[src/rtl/snoop_bus_arbiter.sv]
// Round-robin arbiter in front of the snooping bus.
// Grants at most one coherence request per cycle and registers it as the
// totally ordered bus broadcast seen by every cache and the memory controller.
//
// Flat port encodings:
//   req_addr[i*XLEN +: XLEN]  address of CPU i
//   req_tx[i*2 +: 2]          request type of CPU i
//                             (0=IDLE, 1=GETS, 2=GETM, 3=PUTM)
//   bus_out                   {valid, source[SRC_W-1:0], addr[XLEN-1:0], bus_tx[1:0]}
module snoop_bus_arbiter #(
  parameter int NUM_CPUS = 4,
  parameter int XLEN     = 6,
  parameter int SRC_W    = $clog2(NUM_CPUS) + 1,
  parameter int CNT_W    = 16,
  localparam int PTR_W   = (NUM_CPUS > 1) ? $clog2(NUM_CPUS) : 1,
  localparam int BUS_W   = 1 + SRC_W + XLEN + 2
) (
  input  logic                     clk,
  input  logic                     rst,
  input  logic [NUM_CPUS-1:0]      req_valid,
  input  logic [NUM_CPUS*XLEN-1:0] req_addr,
  input  logic [NUM_CPUS*2-1:0]    req_tx,
  output logic [NUM_CPUS-1:0]      req_ready,
  input  logic                     bus_stall,
  output logic [BUS_W-1:0]         bus_out,
  output logic [CNT_W-1:0]         grant_cnt
);

  typedef enum logic [1:0] {
    TX_IDLE = 2'd0,
    TX_GETS = 2'd1,
    TX_GETM = 2'd2,
    TX_PUTM = 2'd3
  } bus_tx_e;

  typedef struct packed {
    logic             valid;
    logic [SRC_W-1:0] source;
    logic [XLEN-1:0]  addr;
    bus_tx_e          bus_tx;
  } bus_msg_t;

  bus_msg_t            bus_q, bus_d;
  logic [PTR_W-1:0]    rr_ptr_q, rr_ptr_d;
  logic [CNT_W-1:0]    cnt_q, cnt_d;

  logic [NUM_CPUS-1:0] eligible;
  logic                found;
  logic [PTR_W-1:0]    win;
  logic                grant;

  // A request is eligible only if valid and carrying a real transaction.
  always_comb begin
    eligible = '0;
    for (int unsigned i = 0; i < NUM_CPUS; i++) begin
      eligible[i] = req_valid[i] && (req_tx[i*2 +: 2] != TX_IDLE);
    end
  end

  // Round-robin search starting at rr_ptr with modulo wrap; first eligible wins.
  always_comb begin
    int unsigned idx;
    found = 1'b0;
    win   = '0;
    idx   = 0;
    for (int unsigned k = 0; k < NUM_CPUS; k++) begin
      idx = 32'(rr_ptr_q) + k;
      if (idx >= NUM_CPUS) idx = idx - NUM_CPUS;
      if (!found && eligible[idx]) begin
        found = 1'b1;
        win   = idx[PTR_W-1:0];
      end
    end
  end

  // Grant handshake; suppressed while stalled or held in reset.
  always_comb begin
    grant     = found && !bus_stall && !rst;
    req_ready = '0;
    if (grant) req_ready[win] = 1'b1;
  end

  // Next broadcast, pointer and counter; idle bus and held state when no grant.
  always_comb begin
    bus_d    = '0;
    rr_ptr_d = rr_ptr_q;
    cnt_d    = cnt_q;
    if (grant) begin
      bus_d.valid  = 1'b1;
      bus_d.source = SRC_W'(win);
      bus_d.addr   = req_addr[win*XLEN +: XLEN];
      bus_d.bus_tx = bus_tx_e'(req_tx[win*2 +: 2]);
      rr_ptr_d     = (32'(win) == NUM_CPUS - 1) ? '0 : win + 1'b1;
      cnt_d        = cnt_q + 1'b1;
    end
  end

  // State registers with asynchronous clear.
  always_ff @(posedge clk or posedge rst) begin
    if (rst) begin
      bus_q    <= '0;
      rr_ptr_q <= '0;
      cnt_q    <= '0;
    end else begin
      bus_q    <= bus_d;
      rr_ptr_q <= rr_ptr_d;
      cnt_q    <= cnt_d;
    end
  end

  assign bus_out   = bus_q;
  assign grant_cnt = cnt_q;

endmodule

[config.mk]
export PLATFORM = sky130hd
export DESIGN_NAME = snoop_bus_arbiter
export DESIGN_NICKNAME = d
export VERILOG_FILES = /design/src/rtl/snoop_bus_arbiter.sv
export SDC_FILE = /design/constraint.sdc
export NUM_CORES = 1
export LEC_CHECK = 0
export BUFFER_PORTS_ARGS = -buffer_cell sky130_fd_sc_hd__buf_4
export CAP_MARGIN = 20
export CORE_MARGIN = 3
export CORE_UTILIZATION = 47
export DETAILED_ROUTE_END_ITERATION = 8
export GPL_TIMING_DRIVEN = 0
export PLACE_DENSITY = 0.8
export SYNTH_ARGS = -nofsm -noshare
export SYNTH_HDL_FRONTEND = slang
export SYNTH_SLANG_ARGS = --single-unit
[constraint.sdc]
create_clock -name clk -period 2.2 [get_ports clk]
set_input_delay 0.11 -clock clk [delete_from_list [all_inputs] [get_ports clk]]
set_output_delay 0.11 -clock clk [all_outputs]
set_load 0.02 [all_outputs]
# Word-level counts from Yosys, hierarchy flattened
# Cells that the tools add are included.
[word_totals]
output_inout_bits = 32
in_bits = 39
reg_bits = 30
[classes]
shifts = 2
add_sub_neg = 9
magnitude_cmp = 10
eq_ne = 1
n_reduce_logical = 19
mux = 25
mul = 1
[op_table]
columns = ["op", "n"]
rows = [
  ["32-bit by 3-bit < comparator with 1-bit output, second input constant", 4],
  ["32-bit 2-to-1 mux", 4],
  ["24-bit by 6-bit variable part select with 6-bit output", 1],
  ["16-bit by 1-bit adder with 16-bit output, second input constant", 1],
  ["12-bit 2-to-1 mux", 1],
  ["3-bit by 3-bit subtractor with 4-bit output, second input constant", 3],
  ["1-bit logical AND", 10],
  ["2-bit 2-to-1 mux", 5],
  ["3-bit greater-or-equal comparator, second input constant", 3],
  ["1-bit 2-to-1 mux", 9],
  ["1-bit binary-select mux with 2-bit select", 4],
  ["2-bit nonzero test", 4],
  ["8-bit by 4-bit variable part select with 2-bit output", 1],
  ["2-bit by 2-bit adder with 3-bit output, second input constant", 2],
  ["1-bit logical NOT", 5],
  ["2-bit by 2-bit multiplier with 4-bit output, second input constant", 1],
  ["4-bit 2-to-1 mux", 1],
  ["2-bit by 3-bit subtractor with 4-bit output, second input constant", 1],
  ["2-bit by 1-bit adder with 3-bit output, second input constant", 1],
  ["2-bit by 3-bit greater-or-equal comparator with 1-bit output, second input constant", 1],
  ["2-bit by 3-bit < comparator with 1-bit output, second input constant", 1],
  ["2-bit by 1-bit adder with 2-bit output, second input constant", 1],
  ["1-bit demux with 2-bit select", 1],
  ["2-bit == test, second input constant", 1],
  ["2-bit by 1-bit greater-or-equal comparator with 1-bit output, second input constant", 1],
]

# Logic depth before layout (Yosys ltp)
# Gate-level depths: netlist of the first run.
[logic_depth]
depth_word = 19
ltp_mapped = 8

# Worst setup path after synthesis of the first run
# OpenSTA, ideal clock, no wires.
[synth_timing]
path_type = "register to output"
start = "reg rr_ptr_q[0]"
end = "out req_ready[1]"
arrival_ps = 1530
path_stages_with_launch = 9
setup_slack_ps = 560
cell_sequence = "dfrtp_1 -> o2111ai_1 -> and3b_1 -> a2bb2oi_2 -> buf_6 -> buf_12 -> inv_1 -> ha_1 -> and2_1"
[synth_via]
elab_chain_len = 19
elab_cells_between_ends = 45
cone_classes = "7 x add/sub; 6 x order compare; 23 x mux; 9 x reduce/logical"
[synth_lines]
columns = ["element", "line", "rtl"]
rows = [
  ["start: declaration", "44", "logic [PTR_W-1:0] rr_ptr_q, rr_ptr_d;"],
  ["start signal: assignment", "106", "rr_ptr_q <= rr_ptr_d;"],
  ["branches (longest 18 deep; another with 3-bit by 3-bit subtractor with 4-bit output)", "-", ""],
  ["4-bit 2-to-1 mux *", "80", "if (grant) req_ready[win] = 1'b1;"],
  ["end: declaration", "23", "output logic [NUM_CPUS-1:0] req_ready,"],
]
# Mark *: on every way between the ends. The select of a mux whose other input is x is not followed.

# Worst setup path after layout of the first run
[layout_timing]
start = "in rst"
end = "out req_ready[0]"
[layout_via]
elab_chain_len = 3
[layout_lines]
columns = ["element", "line", "rtl"]
rows = [
  ["start: declaration", "19", "input logic rst,"],
  ["1-bit logical NOT (no source line)", "-", ""],
  ["1-bit logical AND", "78", "grant = found && !bus_stall && !rst;"],
  ["4-bit 2-to-1 mux", "80", ""],
]
# Every way passes these cells.

==> flow_summary.json, run 1 <==
{
  "status": "complete, no violations",
  "ctsHtreeMaxLevel": 2,
  "crit_arrival_ns": 1.96,
  "finalInstanceArea_sq_um": 2240,
  "cpPeakStageDelay_ns": 0.54,
  "path_common_cell": "buf_4",
  "setup_viol": 0,
  "r2r-start": "rr_ptr_q[0]",
  "syn2layout_area_growth_pct": 40.8,
  "worstSkewPairLatency_ns": 0.32,
  "clk_pin_slew_ns": 0.09,
  "grt_usage_pct": 21.0,
  "start_util_pct": 50.5,
  "ys_warn_count": 0,
  "crit_path_end": "req_ready[0]",
  "fillers": 258,
  "reg2reg_to": "bus_out[3]",
  "cts_tree": "built",
  "cap_violations": 0,
  "critPathLaunch": "rst",
  "crit_type": "in -> out",
  "ys_seq_elements": 29,
  "synth_nets": 187,
  "cp.required_ns": 2.09,
  "path_depth": 7,
  "syn_area_per_cell_sq_um": 11.1,
  "num-nets-final": 266,
  "maxSlewHeadroom_pct": 61.5,
  "grt_pass1_wl_microns": 6620,
  "critical-path-top-delay-family": "buffers and inverters",
  "hpwl_microns": 3220,
  "rsz0062_at_grt": "no",
  "die_area_sq_um": 4120,
  "die_x_microns": 64.2,
  "num_rows": 20,
  "yosysSeqAreaShare_pct": 45.6,
  "end_kind": "primary output",
  "p_leak_uw": 0.00115,
  "drtIter0Drc": 47,
  "antenna_found_initial": 0,
  "core_sq_um": 3150,
  "utilization_pct": 71.1,
  "root_buffer": "clkbuf_4",
  "synth_area_sq_um": 1590,
  "syn_inst": 143,
  "grt_pass1_vias": 1438,
  "layout_common_cells": "72 x buf_4, 28 x dfrtp_1, 16 x mux2i_1",
  "port_buffers": 69,
  "min_period_ns": 2.07,
  "ctsLongestPathBuffers": 2,
  "mostFrequentLayoutCell": "buf_4",
  "cpMaxStageDelayCell": "dlygate4sd3_1",
  "io_pins": 71,
  "avgRoutedWirePerCell_microns": 15.0,
  "grt_max_degree": 16,
  "viasPerCell": 5.14,
  "register_area_sq_um": 727,
  "maxSlewViolCount": 0,
  "period_share_pct": 93.9,
  "rrSetupSlack_ns": 0.42,
  "final_hold_viol_count": 0,
  "tns_ns": 0,
  "ys_types": 38,
  "dpl-instance-area_sq_um": 2180,
  "fp.dieH_microns": 64.2,
  "post-route-drc-count": 0,
  "p_per_area_nw_per_um2": 775,
  "instances_no_fill": 267,
  "antenna_cells": 0,
  "drive_gt1_share_pct": 42.6,
  "startpoint_type": "input pin",
  "placedCellCount": 257,
  "finClkSkew_ns": 0.00690,
  "drtPass1Iterations": 4,
  "max_freq_mhz": 484,
  "clock_sinks": 29,
  "ir_drop_mv": 0.536,
  "route.vias.total": 1373,
  "antenna_left": 0,
  "gp_congestion": 0.875,
  "multiInputGateArea_sq_um": 792,
  "max_slew.worst_pin.slew_ns": 0.577,
  "worstPathMaxFanout": 10,
  "ff2ff_path_depth": 7,
  "crit_path_cell_trace": "dlygate4sd3_1 -> buf_4 -> or2_1 -> a41oi_4 -> buf_2 -> and2_1 -> buf_4",
  "cts_buffers": 5,
  "routed_wl_microns": 4010,
  "worst-path-buf-inv": 4,
  "grt-ovfl-total": 0,
  "hp-class": "in -> reg"
}
area by class of cell:
| cell class | instances | share of cell area (%) |
|---|---|---|
| multi-input cells | 101 | 35.3 |
| flip-flops and latches | 29 | 32.4 |
| repair buffers | 73 | 24.9 |
| well taps | 44 | 2.46 |
| clock buffers | 6 | 1.84 |
| inverters | 8 | 1.34 |
| plain buffers | 4 | 1.28 |
| clock inverters | 2 | 0.446 |
flip-flops by register name, summed over array words and instances (netlist names):
register / cells
grant_cnt: 16
rr_ptr_q: 2
bus_out: 11
metal layers:
metal  global-route usage, %  wire [microns]  vias to the layer above
li1                        -               -                      659
met1                    22.8            1560                      668
met2                    39.5            2210                       39
met3                    5.45             180                        7
met4                    6.33              55                        0
met5                       0               0                        -
tightest hold or removal path: cells and delay by family:
family                 cells  cell delay, ns
buffers and inverters      1            0.08
AOI/OAI and AO/OA          1            0.12
muxes                      1            0.05
worst min path at each step:
stage,from,endpoint,slack [ns],cells past startpoint
2_1_floorplan,rst,bus_out[0],0.19,1
3_3_place_gp,req_addr[5],bus_out[7],0.40,3
3_5_place_dp,rst,bus_out[0],0.21,2
4_1_cts,req_addr[2],bus_out[4],0.08,3
5_1_grt,req_addr[16],bus_out[6],0.09,3
6_report,req_addr[2],bus_out[4],0.1,3
stage by stage:
step                worst slack, ns  total power (uW)  hold slack (ns)
floorplan                     0.560              1160            0.188
global placement              0.375              1410            0.404
detailed placement            0.309              1440            0.212
CTS                          0.0866              1750           0.0830
global route                 0.0330              1850           0.0926
finish                        0.134              1740           0.0965
logic make-up after synthesis:
family,count (synthesis),synth area share (%)
AND/OR/NAND/NOR,39,14.1
flip-flops,29,45.6
AO/OA/AOI/OAI,24,12.3
multiplexers,17,10.8
XOR/XNOR,15,8.25
buffers and inverters,13,4.95
adder cells (fa/ha/maj),5,3.93
other,1,0.235
Yosys cell counts:
cell type,n,share of area [%]
and2_1,4,1.6
o22ai_1,8,3.1
and2_2,1,0.47
o221ai_1,2,1.1
mux2_2,1,0.71
conb_1,1,0.24
inv_1,8,1.9
or2_1,1,0.39
nor3_2,1,0.63
o21ai_1,1,0.31
nor2_1,9,2.1
nand3_2,1,0.63
buf_2,2,0.63
a21oi_1,1,0.31
xor2_1,7,3.8
a41oi_4,1,1.7
nand2_1,9,2.1
buf_12,1,1.3
and4_1,1,0.55
nand4_4,1,1.3
and3_1,2,0.79
xnor2_1,8,4.4
o21ai_2,3,1.6
mux2i_1,16,10
a2bb2oi_2,1,0.94
nand4_1,3,1.2
buf_6,1,0.71
o21a_1,3,1.4
nor3_1,1,0.31
nand2b_1,2,0.79
and3b_1,1,0.55
o211ai_1,1,0.47
ha_1,5,3.9
nand3_1,2,0.63
buf_4,1,0.47
o21ai_0,2,0.63
o2111ai_1,1,0.55
dfrtp_1,29,46
where the power goes:
group / leakage (uW) / internal [uW] / total (uW) / switching (uW)
clock network: 0.0000320 / 121 / 298 / 177
logic: 0.000750 / 339 / 713 / 374
registers: 0.000370 / 626 / 726 / 100
total: 0.00115 / 1090 / 1740 / 651
what timing repair did:
action	in CTS	in global routing
endpoints found under the setup margin	2	3
endpoints found under the hold margin	14	0
gates resized for setup	1	1
buffers inserted	1	1
hold buffers	1	0
pin swaps	0	1
No activity file was read; power rests on OpenSTA's default activity.
==> run 2: changes to the inputs <==
--- a/config.mk
+++ b/config.mk
@@ -8,10 +8,11 @@
 export BUFFER_PORTS_ARGS = -buffer_cell sky130_fd_sc_hd__buf_4
 export CAP_MARGIN = 20
 export CORE_MARGIN = 3
-export CORE_UTILIZATION = 47
+export CORE_UTILIZATION = 50
+export CTS_CLUSTER_SIZE = 14
 export DETAILED_ROUTE_END_ITERATION = 8
 export GPL_TIMING_DRIVEN = 0
-export PLACE_DENSITY = 0.8
+export PLACE_DENSITY = 0.83
 export SYNTH_ARGS = -nofsm -noshare
 export SYNTH_HDL_FRONTEND = slang
 export SYNTH_SLANG_ARGS = --single-unit
==> constraint.sdc (replaced) <==
create_clock -name clk -period 2.58 [get_ports clk]
set_input_delay 0.129 -clock clk [delete_from_list [all_inputs] [get_ports clk]]
set_output_delay 0.129 -clock clk [all_outputs]
set_load 0.02 [all_outputs]
==> flow_summary.json, run 2 (synthesis gave the netlist of run 1 again) <==
{
  "mostFrequentLayoutCell": "buf_4",
  "cp.required_ns": 2.45,
  "critPathLaunch": "rr_ptr_q[0]",
  "ctsLongestPathBuffers": 2,
  "grt_pass1_wl_microns": 6470,
  "core_sq_um": 2900,
  "cts_buffers": 5,
  "maxSlewViolCount": 0,
  "rrSetupSlack_ns": 0.83,
  "antenna_cells": 0,
  "root_buffer": "clkbuf_4",
  "hpwl_microns": 2880,
  "setup_viol": 0,
  "reg2reg_to": "rr_ptr_q[1]",
  "grt-ovfl-total": 0,
  "crit_arrival_ns": 2.15,
  "pre_cts_ws_ns": 0.679,
  "crit_path_end": "req_ready[1]",
  "grt_max_degree": 30,
  "drive_gt1_share_pct": 41.9,
  "drtPass1Iterations": 4,
  "min_period_ns": 2.27,
  "fin_ws_ns": 0.306,
  "final_hold_viol_count": 0,
  "fp.dieH_microns": 62.4,
  "fillers": 215,
  "tns_ns": 0,
  "syn2layout_area_growth_pct": 41.6,
  "p_leak_uw": 0.00116,
  "cts_tree": "built",
  "drtIter0Drc": 58,
  "crit_path_cell_trace": "o2111ai_1 -> and3b_1 -> a2bb2oi_2 -> buf_6 -> buf_12 -> inv_1 -> ha_1 -> and2_1 -> buf_4",
  "status": "complete, no violations",
  "die_x_microns": 62.4,
  "die_area_sq_um": 3900,
  "power_uw": 1470,
  "ctsHtreeMaxLevel": 2,
  "antenna_left": 0,
  "num-nets-final": 265,
  "crit_type": "reg -> out",
  "io_pins": 71,
  "r2r-start": "rr_ptr_q[0]",
  "start_util_pct": 54.9,
  "p_per_area_nw_per_um2": 653,
  "routed_wl_microns": 3780,
  "clk_pin_slew_ns": 0.10,
  "viasPerCell": 5.14,
  "cap_violations": 0,
  "critical-path-top-delay-family": "buffers and inverters",
  "worstPathMaxFanout": 11,
  "finClkSkew_ns": 0.00526,
  "antenna_found_initial": 0,
  "post-route-drc-count": 0,
  "path_depth": 9,
  "grt_usage_pct": 20.9,
  "clock_sinks": 29,
  "avgRoutedWirePerCell_microns": 14.3,
  "route.vias.total": 1357,
  "port_buffers": 69,
  "largest_reg_flops": 16,
  "startpoint_type": "register",
  "gp_congestion": 0.767,
  "period_share_pct": 88.1,
  "max_freq_mhz": 440,
  "ff2ff_path_depth": 8,
  "worst-path-buf-inv": 4,
  "ir_drop_mv": 0.586,
  "num_rows": 19,
  "cpMaxStageDelayCell": "dfrtp_1",
  "layout_common_cells": "70 x buf_4, 29 x dfrtp_1, 16 x mux2i_1",
  "end_kind": "primary output",
  "grt_pass1_vias": 1347,
  "hp-class": "in -> reg",
  "cts_setup_buffers": 0,
  "cpPeakStageDelay_ns": 0.47,
  "rsz0062_at_grt": "no",
  "worstSkewPairLatency_ns": 0.32
}
[run 2: changes by cell type in the layout (fill, tap and decap cells not counted), sizes merged]
cell	delta
clkbuf	-1
clkinvlp	+1
buf	-1
[run 2: through the flow]
| step | std cells | util, % | hold slack (ns) | area (sq um) |
|---|---|---|---|---|
| floorplan | 143 | - | 0.207 | 1590 |
| global placement | 254 | 74.6 | 0.416 | 2160 |
| detailed placement | 254 | 74.6 | 0.438 | 2160 |
| CTS | 262 | 76.5 | 0.0964 | 2220 |
| global route | 264 | 77.8 | 0.107 | 2260 |
| finish | 264 | 77.8 | 0.107 | 2260 |
[run 2: final cells by class]
cell class	count	area (sq um)	share of cell area (%)
Tap cell	42	52.6	2.33
Multi-Input combinational cell	101	788	34.9
Sequential cell	29	726	32.2
Clock buffer	5	37.5	1.66
Buffer	5	48.8	2.16
Timing Repair Buffer	71	556	24.6
Clock inverter	3	17.5	0.776
Inverter	8	30.0	1.33
[run 2: worst min-delay path, stage by stage]
cell     delay, ns
buf_4         0.07
mux2i_1       0.05
o22ai_1       0.12
[run 2: worst min path at each step]
stage / start / depth (start not counted) / to
after detailed placement: req_addr[1] / 3 / bus_out[3]
after CTS: req_addr[1] / 3 / bus_out[3]
final: req_addr[1] / 3 / bus_out[3]
after global routing: req_addr[0] / 3 / bus_out[2]
after global placement: req_addr[4] / 3 / bus_out[6]
after floorplan: rst / 1 / bus_out[0]
[run 2: what timing repair did]
action,CTS,global route
endpoints found under the hold margin,0,9
hold buffers,0,1
gates resized for setup,0,0
[run 2: routing by layer]
metal	share of wire [%]	vias up	GRT usage [%]	wire length, microns
li1	-	661	-	-
met1	41	636	25.7	1560
met2	50	53	34.4	1890
met3	7.0	7	6.29	263
met4	1.9	0	7.99	72
met5	0	-	0	0
[run 2: power by group]
group	leakage [uW]	total, uW	internal (uW)	switching [uW]
sequential	0.000370	614	532	81.9
clock	0.0000310	269	103	167
combinational	0.000754	591	290	301
